<file path="src/rtl/ball_engine_pkg.sv">
// rtl/ball_engine_pkg.sv - shared Pong geometry, state encoding and overlap helper
//
// Purpose: playfield and paddle geometry shared by the ball engine and the
// paddle blocks, the game state encoding, and the vertical overlap test
// between the ball and a paddle.
// Ports: none (package).
package ball_engine_pkg;

  localparam int SCREEN_W   = 640;
  localparam int SCREEN_H   = 480;
  localparam int BALL_SIZE  = 8;
  localparam int PADDLE_H   = 64;
  localparam int PADDLE_W   = 8;
  localparam int PADDLE_L_X = 16;
  localparam int PADDLE_R_X = 616;

  localparam logic [9:0] BALL_X0 = 10'((SCREEN_W - BALL_SIZE) / 2);
  localparam logic [9:0] BALL_Y0 = 10'((SCREEN_H - BALL_SIZE) / 2);

  // Signed 11-bit limits used by the step arithmetic.
  localparam logic signed [10:0] FACE_L_S = 11'(PADDLE_L_X + PADDLE_W);
  localparam logic signed [10:0] HIT_R_S  = 11'(PADDLE_R_X - BALL_SIZE);
  localparam logic signed [10:0] X_MAX_S  = 11'(SCREEN_W - BALL_SIZE);
  localparam logic signed [10:0] Y_MAX_S  = 11'(SCREEN_H - BALL_SIZE);

  typedef enum logic [2:0] {
    ST_IDLE,
    ST_SERVE,
    ST_PLAY,
    ST_POINT,
    ST_OVER
  } state_t;

  // 11-bit unsigned so an out-of-range paddle y (up to 1023) plus PADDLE_H
  // does not wrap.
  function automatic logic ball_overlap(input logic [9:0] by, input logic [9:0] py);
    logic [10:0] b;
    logic [10:0] p;
    b = {1'b0, by};
    p = {1'b0, py};
    return ((b + 11'(BALL_SIZE)) > p) && (b < (p + 11'(PADDLE_H)));
  endfunction

endpackage

</file>
<file path="src/rtl/ball_engine_step_divider.sv">
// rtl/ball_engine_step_divider.sv - free-running game step pulse generator
//
// Purpose: counts clk cycles 0..TICK_DIV-1 and raises step_o for the one
// cycle in which the counter wraps.
// Ports:
//   clk    in  system clock
//   reset  in  asynchronous, active-high
//   step_o out one-clk step pulse every TICK_DIV cycles
module ball_engine_step_divider #(
  parameter int TICK_DIV = 416667
) (
  input  logic clk,
  input  logic reset,
  output logic step_o
);

  localparam int CW = (TICK_DIV > 1) ? $clog2(TICK_DIV) : 1;
  localparam logic [CW-1:0] LAST = CW'(TICK_DIV - 1);

  logic [CW-1:0] cnt_q;

  always_ff @(posedge clk or posedge reset) begin
    if (reset) begin
      cnt_q <= '0;
    end else if (cnt_q == LAST) begin
      cnt_q <= '0;
    end else begin
      cnt_q <= cnt_q + 1'b1;
    end
  end

  assign step_o = (cnt_q == LAST);

endmodule

</file>
<file path="src/rtl/ball_engine.sv">
// rtl/ball_engine.sv - Pong ball physics, scoring and match state
//
// Purpose: advances the ball once per game step, resolves wall bounces,
// paddle hits and misses, keeps score and flags the end of the match.
// Ports:
//   clk, reset             clock, asynchronous active-high reset
//   start                  level; begins a match from IDLE/OVER
//   paddle_l_y, paddle_r_y paddle top edges (sampled on step cycles)
//   smash_l, smash_r       smash held: a hit returns the ball at speed 2
//   ball_x, ball_y         ball top-left corner
//   score_l, score_r       scores, saturating at WIN_SCORE
//   hit, point_l, point_r  one-clk event pulses
//   game_over              high in OVER
module ball_engine
  import ball_engine_pkg::*;
#(
  parameter int TICK_DIV    = 416667,
  parameter int SERVE_STEPS = 60,
  parameter int WIN_SCORE   = 9
) (
  input  logic       clk,
  input  logic       reset,
  input  logic       start,
  input  logic [9:0] paddle_l_y,
  input  logic [9:0] paddle_r_y,
  input  logic       smash_l,
  input  logic       smash_r,
  output logic [9:0] ball_x,
  output logic [9:0] ball_y,
  output logic [3:0] score_l,
  output logic [3:0] score_r,
  output logic       hit,
  output logic       point_l,
  output logic       point_r,
  output logic       game_over
);

  localparam int SW = (SERVE_STEPS > 1) ? $clog2(SERVE_STEPS) : 1;
  localparam logic [SW-1:0] SERVE_LAST = SW'(SERVE_STEPS - 1);
  localparam logic [3:0]    WIN        = 4'(WIN_SCORE);

  state_t        state_q;
  logic [9:0]    ball_x_q, ball_y_q, ball_x_d, ball_y_d;
  logic          dx_neg_q, dy_neg_q, fast_q, dx_neg_d, dy_neg_d, fast_d;
  logic [SW-1:0] serve_cnt_q;
  logic [3:0]    score_l_q, score_r_q, score_l_inc, score_r_inc;
  logic          hit_q, point_l_q, point_r_q, game_over_q;
  logic          scorer_l_q;
  logic          hit_d, goal_l_d, goal_r_d;
  logic          step;
  logic signed [10:0] vel, nx, ny;

  ball_engine_step_divider #(.TICK_DIV(TICK_DIV)) u_div (
    .clk    (clk),
    .reset  (reset),
    .step_o (step)
  );

  assign score_l_inc = (score_l_q >= WIN) ? score_l_q : score_l_q + 4'd1;
  assign score_r_inc = (score_r_q >= WIN) ? score_r_q : score_r_q + 4'd1;

  // One PLAY step: vertical and horizontal resolution are independent, so a
  // corner can flip both directions in the same step.
  always_comb begin
    vel = fast_q ? 11'sd2 : 11'sd1;
    if (dx_neg_q) vel = -vel;
    nx = $signed({1'b0, ball_x_q}) + vel;
    ny = $signed({1'b0, ball_y_q}) + (dy_neg_q ? -11'sd1 : 11'sd1);

    ball_y_d = ny[9:0];
    dy_neg_d = dy_neg_q;
    if (ny <= 11'sd0) begin
      ball_y_d = '0;
      dy_neg_d = 1'b0;
    end else if (ny >= Y_MAX_S) begin
      ball_y_d = Y_MAX_S[9:0];
      dy_neg_d = 1'b1;
    end

    ball_x_d = nx[9:0];
    dx_neg_d = dx_neg_q;
    fast_d   = fast_q;
    hit_d    = 1'b0;
    goal_l_d = 1'b0;
    goal_r_d = 1'b0;
    // Overlap uses the pre-step ball_y, not the bounced one.
    if (dx_neg_q && (nx <= FACE_L_S) && ball_overlap(ball_y_q, paddle_l_y)) begin
      ball_x_d = FACE_L_S[9:0];
      dx_neg_d = 1'b0;
      fast_d   = smash_l;
      hit_d    = 1'b1;
    end else if (!dx_neg_q && (nx >= HIT_R_S) && ball_overlap(ball_y_q, paddle_r_y)) begin
      ball_x_d = HIT_R_S[9:0];
      dx_neg_d = 1'b1;
      fast_d   = smash_r;
      hit_d    = 1'b1;
    end else if (nx <= 11'sd0) begin
      ball_x_d = '0;
      goal_r_d = 1'b1;
    end else if (nx >= X_MAX_S) begin
      ball_x_d = X_MAX_S[9:0];
      goal_l_d = 1'b1;
    end
  end

  always_ff @(posedge clk or posedge reset) begin
    if (reset) begin
      state_q     <= ST_IDLE;
      ball_x_q    <= BALL_X0;
      ball_y_q    <= BALL_Y0;
      dx_neg_q    <= 1'b0;
      dy_neg_q    <= 1'b0;
      fast_q      <= 1'b0;
      serve_cnt_q <= '0;
      score_l_q   <= '0;
      score_r_q   <= '0;
      scorer_l_q  <= 1'b0;
      hit_q       <= 1'b0;
      point_l_q   <= 1'b0;
      point_r_q   <= 1'b0;
      game_over_q <= 1'b0;
    end else begin
      hit_q     <= 1'b0;
      point_l_q <= 1'b0;
      point_r_q <= 1'b0;
      case (state_q)
        ST_IDLE, ST_OVER: begin
          ball_x_q <= BALL_X0;
          ball_y_q <= BALL_Y0;
          if (start) begin
            score_l_q   <= '0;
            score_r_q   <= '0;
            dx_neg_q    <= 1'b0;
            fast_q      <= 1'b0;
            serve_cnt_q <= '0;
            game_over_q <= 1'b0;
            state_q     <= ST_SERVE;
          end
        end
        ST_SERVE: begin
          ball_x_q <= BALL_X0;
          ball_y_q <= BALL_Y0;
          fast_q   <= 1'b0;
          if (step) begin
            if (serve_cnt_q == SERVE_LAST) begin
              serve_cnt_q <= '0;
              state_q     <= ST_PLAY;
            end else begin
              serve_cnt_q <= serve_cnt_q + 1'b1;
            end
          end
        end
        ST_PLAY: begin
          if (step) begin
            ball_x_q <= ball_x_d;
            ball_y_q <= ball_y_d;
            dx_neg_q <= dx_neg_d;
            dy_neg_q <= dy_neg_d;
            fast_q   <= fast_d;
            hit_q    <= hit_d;
            if (goal_l_d || goal_r_d) begin
              scorer_l_q <= goal_l_d;
              state_q    <= ST_POINT;
            end
          end
        end
        ST_POINT: begin
          // Ball recentres here; the next serve heads toward the conceding side.
          ball_x_q    <= BALL_X0;
          ball_y_q    <= BALL_Y0;
          fast_q      <= 1'b0;
          serve_cnt_q <= '0;
          if (scorer_l_q) begin
            point_l_q <= 1'b1;
            score_l_q <= score_l_inc;
            dx_neg_q  <= 1'b0;
            if (score_l_inc == WIN) begin
              state_q     <= ST_OVER;
              game_over_q <= 1'b1;
            end else begin
              state_q <= ST_SERVE;
            end
          end else begin
            point_r_q <= 1'b1;
            score_r_q <= score_r_inc;
            dx_neg_q  <= 1'b1;
            if (score_r_inc == WIN) begin
              state_q     <= ST_OVER;
              game_over_q <= 1'b1;
            end else begin
              state_q <= ST_SERVE;
            end
          end
        end
        default: state_q <= ST_IDLE;
      endcase
    end
  end

  assign ball_x    = ball_x_q;
  assign ball_y    = ball_y_q;
  assign score_l   = score_l_q;
  assign score_r   = score_r_q;
  assign hit       = hit_q;
  assign point_l   = point_l_q;
  assign point_r   = point_r_q;
  assign game_over = game_over_q;

endmodule

</file>
<file path="config.mk">
export PLATFORM = sky130hd
export DESIGN_NAME = ball_engine
export DESIGN_NICKNAME = d
export VERILOG_FILES = /design/src/rtl/ball_engine_pkg.sv /design/src/rtl/ball_engine_step_divider.sv /design/src/rtl/ball_engine.sv
export SDC_FILE = /design/constraint.sdc
export NUM_CORES = 1
export LEC_CHECK = 0
export BUFFER_PORTS_ARGS = -buffer_cell sky130_fd_sc_hd__buf_2
export CAP_MARGIN = 20
export CORE_ASPECT_RATIO = 1.25
export CORE_MARGIN = 1
export CORE_UTILIZATION = 25
export CTS_CLUSTER_DIAMETER = 80
export CTS_CLUSTER_SIZE = 20
export DETAILED_ROUTE_END_ITERATION = 7
export HOLD_SLACK_MARGIN = 0.12
export PLACE_DENSITY = 0.46
export SETUP_SLACK_MARGIN = 0.15
export SLEW_MARGIN = 5
export SYNTH_ARGS = -nofsm -noshare
export SYNTH_HDL_FRONTEND = slang
export SYNTH_HIERARCHICAL = 1
export SYNTH_SLANG_ARGS = --single-unit
</file>
<file path="constraint.sdc">
create_clock -name clk -period 5.65 [get_ports clk]
set_input_delay 0.2825 -clock clk [delete_from_list [all_inputs] [get_ports clk]]
set_output_delay 0.2825 -clock clk [all_outputs]
set_load 0.05 [all_outputs]
</file>
Yosys cells after proc, flatten, opt, wreduce, memory -nomap -nowiden
Cells that the tools add are included.

Add/subtract/negate cells: 10. Order comparisons: 12. Equality and inequality tests: 18. Muxes and demuxes: 64. Reductions and logical operators: 28.

Operator list (count): 10-bit two-way mux (8); 10-bit case mux with 2 select lines (2); 1-bit two-way mux (27); 3-bit two-way mux (8); 10-bit by 7-bit adder with 11-bit output, second input constant (2); 11-bit adder (2); 11-bit greater-or-equal comparator, second input constant (2); 11-bit by 10-bit > comparator with 1-bit output (2); 11-bit by 1-bit less-or-equal comparator with 1-bit output, second input constant (2); 10-bit by 11-bit < comparator with 1-bit output (2); 11-bit two-way mux (2); 4-bit two-way mux (5); 19-bit by 1-bit adder with 19-bit output, second input constant (1); 19-bit equality test, second input constant (1); 19-bit two-way mux (1); 6-bit two-way mux (3); 6-bit case mux with 3 select lines (1); 4-bit case mux with 2 select lines (2); 3-bit AND reduction (5); 2-bit inequality test, second input constant (7); 3-bit case mux with 4 select lines (1); 4-bit AND reduction (3); 10-bit by 4-bit adder with 11-bit output, second input constant (1); 11-bit by 10-bit greater-or-equal comparator with 1-bit output, second input constant (1); other kinds (24) (41).

Register bits after elaboration: 64. Input port bits: 25. Output and inout bits: 32. Word-level logic and storage cells: 147.

Depth between registers and ports, before layout
Depth after elaboration: 13. Depth in mapped cells: 13. Gate-level depth less buffers: 13.

By module
Netlist, hierarchy kept.

By module, submodules not included: ball_engine (instances 1, cells an instance 540, area each 4471.8 um2, sequential area each 1138.6 um2); ball_engine_step_divider (instances 1, cells an instance 94, area each 924.6 um2, sequential area each 475.5 um2).

Worst setup path before layout
No wires, ideal clock.

Path kind: reg2reg. Start: register ball_y_q[4], in the netlist ball_y[4]. End: register ball_x_q[2], in the netlist ball_x[2]. Library setup time: 0.072 ns. Data arrival time: 3.431 ns. Path slack: 2.147 ns. Cell stages (with the launch flop): 13. Path buffers: 0. Period minus slack after synthesis: 3.503 ns. Cell sequence: dfrtp_1 -> ha_1 -> nand3_1 -> nor2_1 -> xor2_1 -> ha_1 -> a21oi_1 -> or4b_2 -> a21oi_1 -> a211o_1 -> a21oi_2 -> or4b_4 -> o21ai_1.

Word-level cells in the longest chain between the ends: 8. Elaborated cells on any way between the ends: 13. Those cells by class: add/sub (1); order compare (4); mux (4); reduce/logical (4).

RTL lines: start, declared (line ball_engine.sv:43) `logic [9:0] ball_x_q, ball_y_q, ball_x_d, ball_y_d;`; start signal, assigned (line ball_engine.sv:156) `ball_y_q <= ball_y_d;`; 10-bit by 4-bit adder with 11-bit output (line ball_engine_pkg.sv:41) `return ((b + 11'(BALL_SIZE)) > p) && (b < (p + 11'(PADDLE_H)));`; 11-bit by 10-bit > comparator with 1-bit output (line ball_engine_pkg.sv:41); 1-bit logical AND (line ball_engine_pkg.sv:41); 1-bit logical AND (line ball_engine.sv:92) `end else if (!dx_neg_q && (nx >= HIT_R_S) && ball_overlap(ball_y_q, paddle_r_y)) begin`; 10-bit two-way mux (line ball_engine.sv:92); 10-bit two-way mux * (line ball_engine.sv:87) `if (dx_neg_q && (nx <= FACE_L_S) && ball_overlap(ball_y_q, paddle_l_y)) begin`; 10-bit two-way mux * (line ball_engine.sv:154) `if (step) begin`; 10-bit case mux with 2 select lines * (line ball_engine.sv:126) `case (state_q)`; end signal, assigned (line ball_engine.sv:155) `ball_x_q <= ball_x_d;`; end, declared (line ball_engine.sv:43).

Mark *: on every way between the ends. The rest lies on a longest branch, timed or not. The select of a mux whose other input is x is not followed. A chain may end at the register's enable or synchronous reset.

Worst setup path in the final report
Start: register dx_neg_q. End: register ball_x_q[1], in the netlist ball_x[1].

Word-level cells in the longest chain between the ends: 9. Elaborated cells on any way between the ends: 17. Those cells by class: add/sub (1); order compare (4); mux (7); reduce/logical (5).

RTL lines: start, declared (line ball_engine.sv:44) `logic dx_neg_q, dy_neg_q, fast_q, dx_neg_d, dy_neg_d, fast_d;`; start signal, assigned (line ball_engine.sv:157) `dx_neg_q <= dx_neg_d;`; 11-bit two-way mux (line ball_engine.sv:66) `if (dx_neg_q) vel = -vel;`; 11-bit adder (line ball_engine.sv:67) `nx = $signed({1'b0, ball_x_q}) + vel;`; 11-bit greater-or-equal comparator (on tied branches) (line ball_engine.sv:100, ball_engine.sv:92); 10-bit two-way mux / 1-bit logical AND (equally long branches) (line ball_engine.sv:100, ball_engine.sv:92); 10-bit two-way mux / 1-bit logical AND (equally long branches) (line ball_engine.sv:97, ball_engine.sv:92); 10-bit two-way mux (line ball_engine.sv:92); 10-bit two-way mux * (line ball_engine.sv:87); 10-bit two-way mux * (line ball_engine.sv:154); 10-bit case mux with 2 select lines * (line ball_engine.sv:126).

Marks and branches as above.

==> flow_metrics.py <==
metrics = {
    "setup_path": {
        "critPathKind": "flop to flop",
        "path_delay_family": "simple AND/OR/NAND/NOR gates",
        "critPathMaxStageDelay_ps": 620,
        "arrival_ps": 3950,
        "end_kind": "flop",
        "cpMostUsedCell": "or4b_4",
        "startpoint": "dx_neg_q$_DFFE_PP0P_",
        "rr_worst_depth": 9,
        "r2r-start": "dx_neg_q$_DFFE_PP0P_",
        "crit_chain": "or2_2 -> fa_1 -> a211oi_2 -> o211a_1 -> nor4b_1 -> or4b_4 -> a31oi_4 -> or4b_4 -> o21ai_1",
        "startpoint_type": "flop",
        "cp_slowest_cell": "dfrtp_1",
        "worst-path-stages": 9,
        "worst-endpoint-required_ps": 5900,
        "crit_fanout": 20,
        "crit_buf_inv": 0,
    },
    "synthesis": {
        "synthesis.area_mm2": 0.00540,
        "yosys.area_share.adder_pct": 16.0,
        "synthSimpleGateAreaFrac_pct": 22.4,
        "syn_nets": 727,
        "synth_edf_count": 0,
        "synth.yosys.warnings": 6,
        "syn_inst": 634,
        "async_reset_ff_share_pct": 100,
        "seq_area_frac_synth_pct": 29.9,
        "syn_avg_cell_area_um2": 8.51,
        "synth_top_family_by_area": "simple AND/OR/NAND/NOR gates",
        "synth-compound-area-share_pct": 20.0,
        "synthMuxAreaShare_pct": 0.417,
        "synth-seq-cells": 64,
        "synth.distinct_cells": 68,
        "synthFlopType": "dfrtp_1",
        "synth-xor-area-share_pct": 7.14,
    },
    "timing": {
        "drv_slew": 0,
        "max-slew-margin-rel_pct": 43.4,
        "holdWs_ps": 232,
        "rsz0062_at_grt": "no",
        "worstMarginPinSlew_ps": 841,
        "min_period_ps": 3700,
        "max_freq_ghz": 0.270,
        "min_period_over_period_pct": 65.5,
        "finalHoldViolCount": 0,
        "tns_ps": 0,
        "fin_skew_ps": 9.58,
        "setup_viol": 0,
    },
    "worst_hold_path": {
        "whs_path_depth": 3,
        "hold_class": "input pin to flop",
        "hold_path_startpoint": "smash_l",
    },
    "pwr": {
        "swShare_pct": 34.1,
        "peakVddDrop_mv": 0.134,
        "power.leakage_nw": 2.84,
        "p_seq_share_pct": 30.5,
        "p_switching_w": 0.000566,
        "p_per_area_mw_per_mm2": 263,
        "pwr-share-comb_pct": 32.6,
        "p_clk_share_pct": 36.9,
        "internal_power_w": 0.00109,
    },
    "floorplan": {
        "rows": 59,
        "initial_core_util_pct": 25.7,
        "num_io_pins": 57,
        "core_area_mm2": 0.0210,
        "die_w_um": 133,
        "dieArea_mm2": 0.0222,
        "die_y_um": 166,
    },
    "global_routing": {
        "grt_pass1_vias": 4753,
        "overflow": 0,
        "antenna_found_initial": 0,
        "gr-usage-all-layers_pct": 13.6,
        "grt_max_degree": 46,
        "grt_pass1_wl_um": 24200,
    },
    "cts": {
        "insertion_delay_ps": 330,
        "cts-htree-levels": 3,
        "cts_setup_buffers": 0,
        "cts_root_buf": "clkbuf_16",
        "cts.sinks": 64,
        "clk_path_buf_depth": 2,
        "cts_tree": "done",
        "cts_buffers": 9,
        "ctsHoldBuffers": 1,
        "clk_pin_slew_worst_paths_ps": 60,
        "cts_resized": 0,
    },
    "place": {
        "io_buffer_count": 56,
        "globalplace.congestion": 0.766,
        "dp_cells": 953,
        "hpwlAfterDp_um": 11100,
    },
    "routing": {
        "drt-total-wl_um": 14200,
        "first_iter_violations": 137,
        "avgViaCountPerCell": 4.88,
        "drc": 0,
        "drtAntennaViolNets": 0,
        "avgRoutedWirePerCell_um": 14.7,
        "first_pass_iters": 4,
        "vias": 4730,
    },
    "job": {
        "drv_cap": 0,
    },
    "final_layout": {
        "area_growth_syn_to_layout_pct": 17.1,
        "layout.nets": 784,
        "nFillCells": 2283,
        "final_cell_mix": "nor2_1 (67), ha_1 (66), buf_2 (56)",
        "drive_gt1_share_pct": 15.4,
        "final_cells": 970,
        "num_antenna_cells": 0,
        "final_common_cell": "nor2_1",
    },
    "run_status": {
        "status": "completed",
    },
}
## synthesized netlist by cell type, types with 3 or more instances
cell type,count,area (um2)
dfrtp_1,54,1350
a31oi_1,5,31.3
nand3b_1,4,30.0
inv_1,45,169
and3_1,7,43.8
clkbuf_1,9,33.8
nor2b_1,5,31.3
or2_2,4,25.0
ha_1,66,826
o2111ai_1,3,26.3
o21ai_0,40,200
o21ai_1,7,35.0
nand3_1,34,170
nand4_1,13,81.3
a21oi_1,37,185
o211ai_1,5,37.5
nor4b_1,3,26.3
a31o_2,4,35.0
and2_1,4,25.0
a32o_1,3,30.0
a21boi_0,3,22.5
xnor2_1,27,236
xor2_1,17,149
nand2b_1,10,62.6
a22o_1,3,26.3
o31ai_1,7,52.6
dfstp_2,10,263
or3_1,3,18.8
nor3_1,13,65.1
a211oi_1,7,52.6
a21o_1,6,45.0
nor2_1,67,251
nor4_1,10,62.6
o21a_1,4,30.0
nand2_1,51,191
## flip-flops by register name (all words and copies together), names as in the netlist
register and count:
point_l 1, ball_y 10, dx_neg_q 1, point_r 1, serve_cnt_q 6, u_div/cnt_q 19
fast_q 1, hit 1, dy_neg_q 1, score_r 4, state_q 3, ball_x 10
game_over 1, scorer_l_q 1, score_l 4
## kinds of logic (layout without fill, tap and decap cells)
family | Yosys count | after routing
multiplexers | 2 | 2
flip-flops | 64 | 64
AND/OR/NAND/NOR | 241 | 241
AO/OA/AOI/OAI | 158 | 158
adder cells (fa/ha/maj) | 68 | 68
buffers and inverters | 57 | 119
XOR/XNOR | 44 | 44
## worst reg2reg max path, stage by stage, from the launching register on
cell	delay (ps)
dfrtp_1	620
or2_2	430
fa_1	450
a211oi_2	260
o211a_1	240
nor4b_1	70
or4b_4	610
a31oi_4	280
or4b_4	520
o21ai_1	150
## layer usage
metal  wire length [um]  global-route usage [%]
met1               6420                    16.6
met5                  0                       0
met4                 75                    2.96
met3                380                    2.96
met2               7370                    24.0
## final timing paths
path	slack, ps	end
min reg2reg	490	u_div/cnt_q[0]$_DFF_PP0_
max	1950	ball_x[1]$_DFFE_PP0P_
max reg2reg	1950	ball_x[1]$_DFFE_PP0P_
max in group asynchronous	4540	u_div/cnt_q[13]$_DFF_PP0_
min in group asynchronous	640	u_div/cnt_q[5]$_DFF_PP0_
min	230	fast_q$_DFFE_PP0P_
## stage by stage
| step | total power, W | setup slack (ps) | cell area [um2] | utilization (%) |
|---|---|---|---|---|
| finish | 0.00166 | 1950 | 6320 | 30.1 |
| CTS | 0.00169 | 1900 | 6320 | 30.1 |
| floorplan | 0.000939 | 2150 | 5400 | - |
| global route | 0.00177 | 1680 | 6320 | 30.1 |
| detailed placement | 0.00106 | 1940 | 5980 | 28.5 |
| global placement | 0.00106 | 1980 | 5980 | 28.5 |
## layout make-up
| class | instances | area, um2 | share of cell area (%) |
|---|---|---|---|
| multi-input combinational | 513 | 3560 | 56.4 |
| inverter | 45 | 169 | 2.67 |
| tap | 274 | 343 | 5.43 |
| timing repair buffer | 58 | 298 | 4.71 |
| sequential | 64 | 1610 | 25.5 |
| clock inverter | 4 | 76.3 | 1.21 |
| clock buffer | 12 | 256 | 4.06 |
## power by group through the flow
stage / registers [W] / logic [W] / clock network (W)
after floorplan: 0.000510 / 0.000429 / 0
after global placement: 0.000515 / 0.000543 / 0
after detailed placement: 0.000516 / 0.000541 / 0
after CTS: 0.000508 / 0.000544 / 0.000633
after global routing: 0.000513 / 0.000608 / 0.000652
final: 0.000507 / 0.000541 / 0.000612
Power figures use the tool's default switching activity.
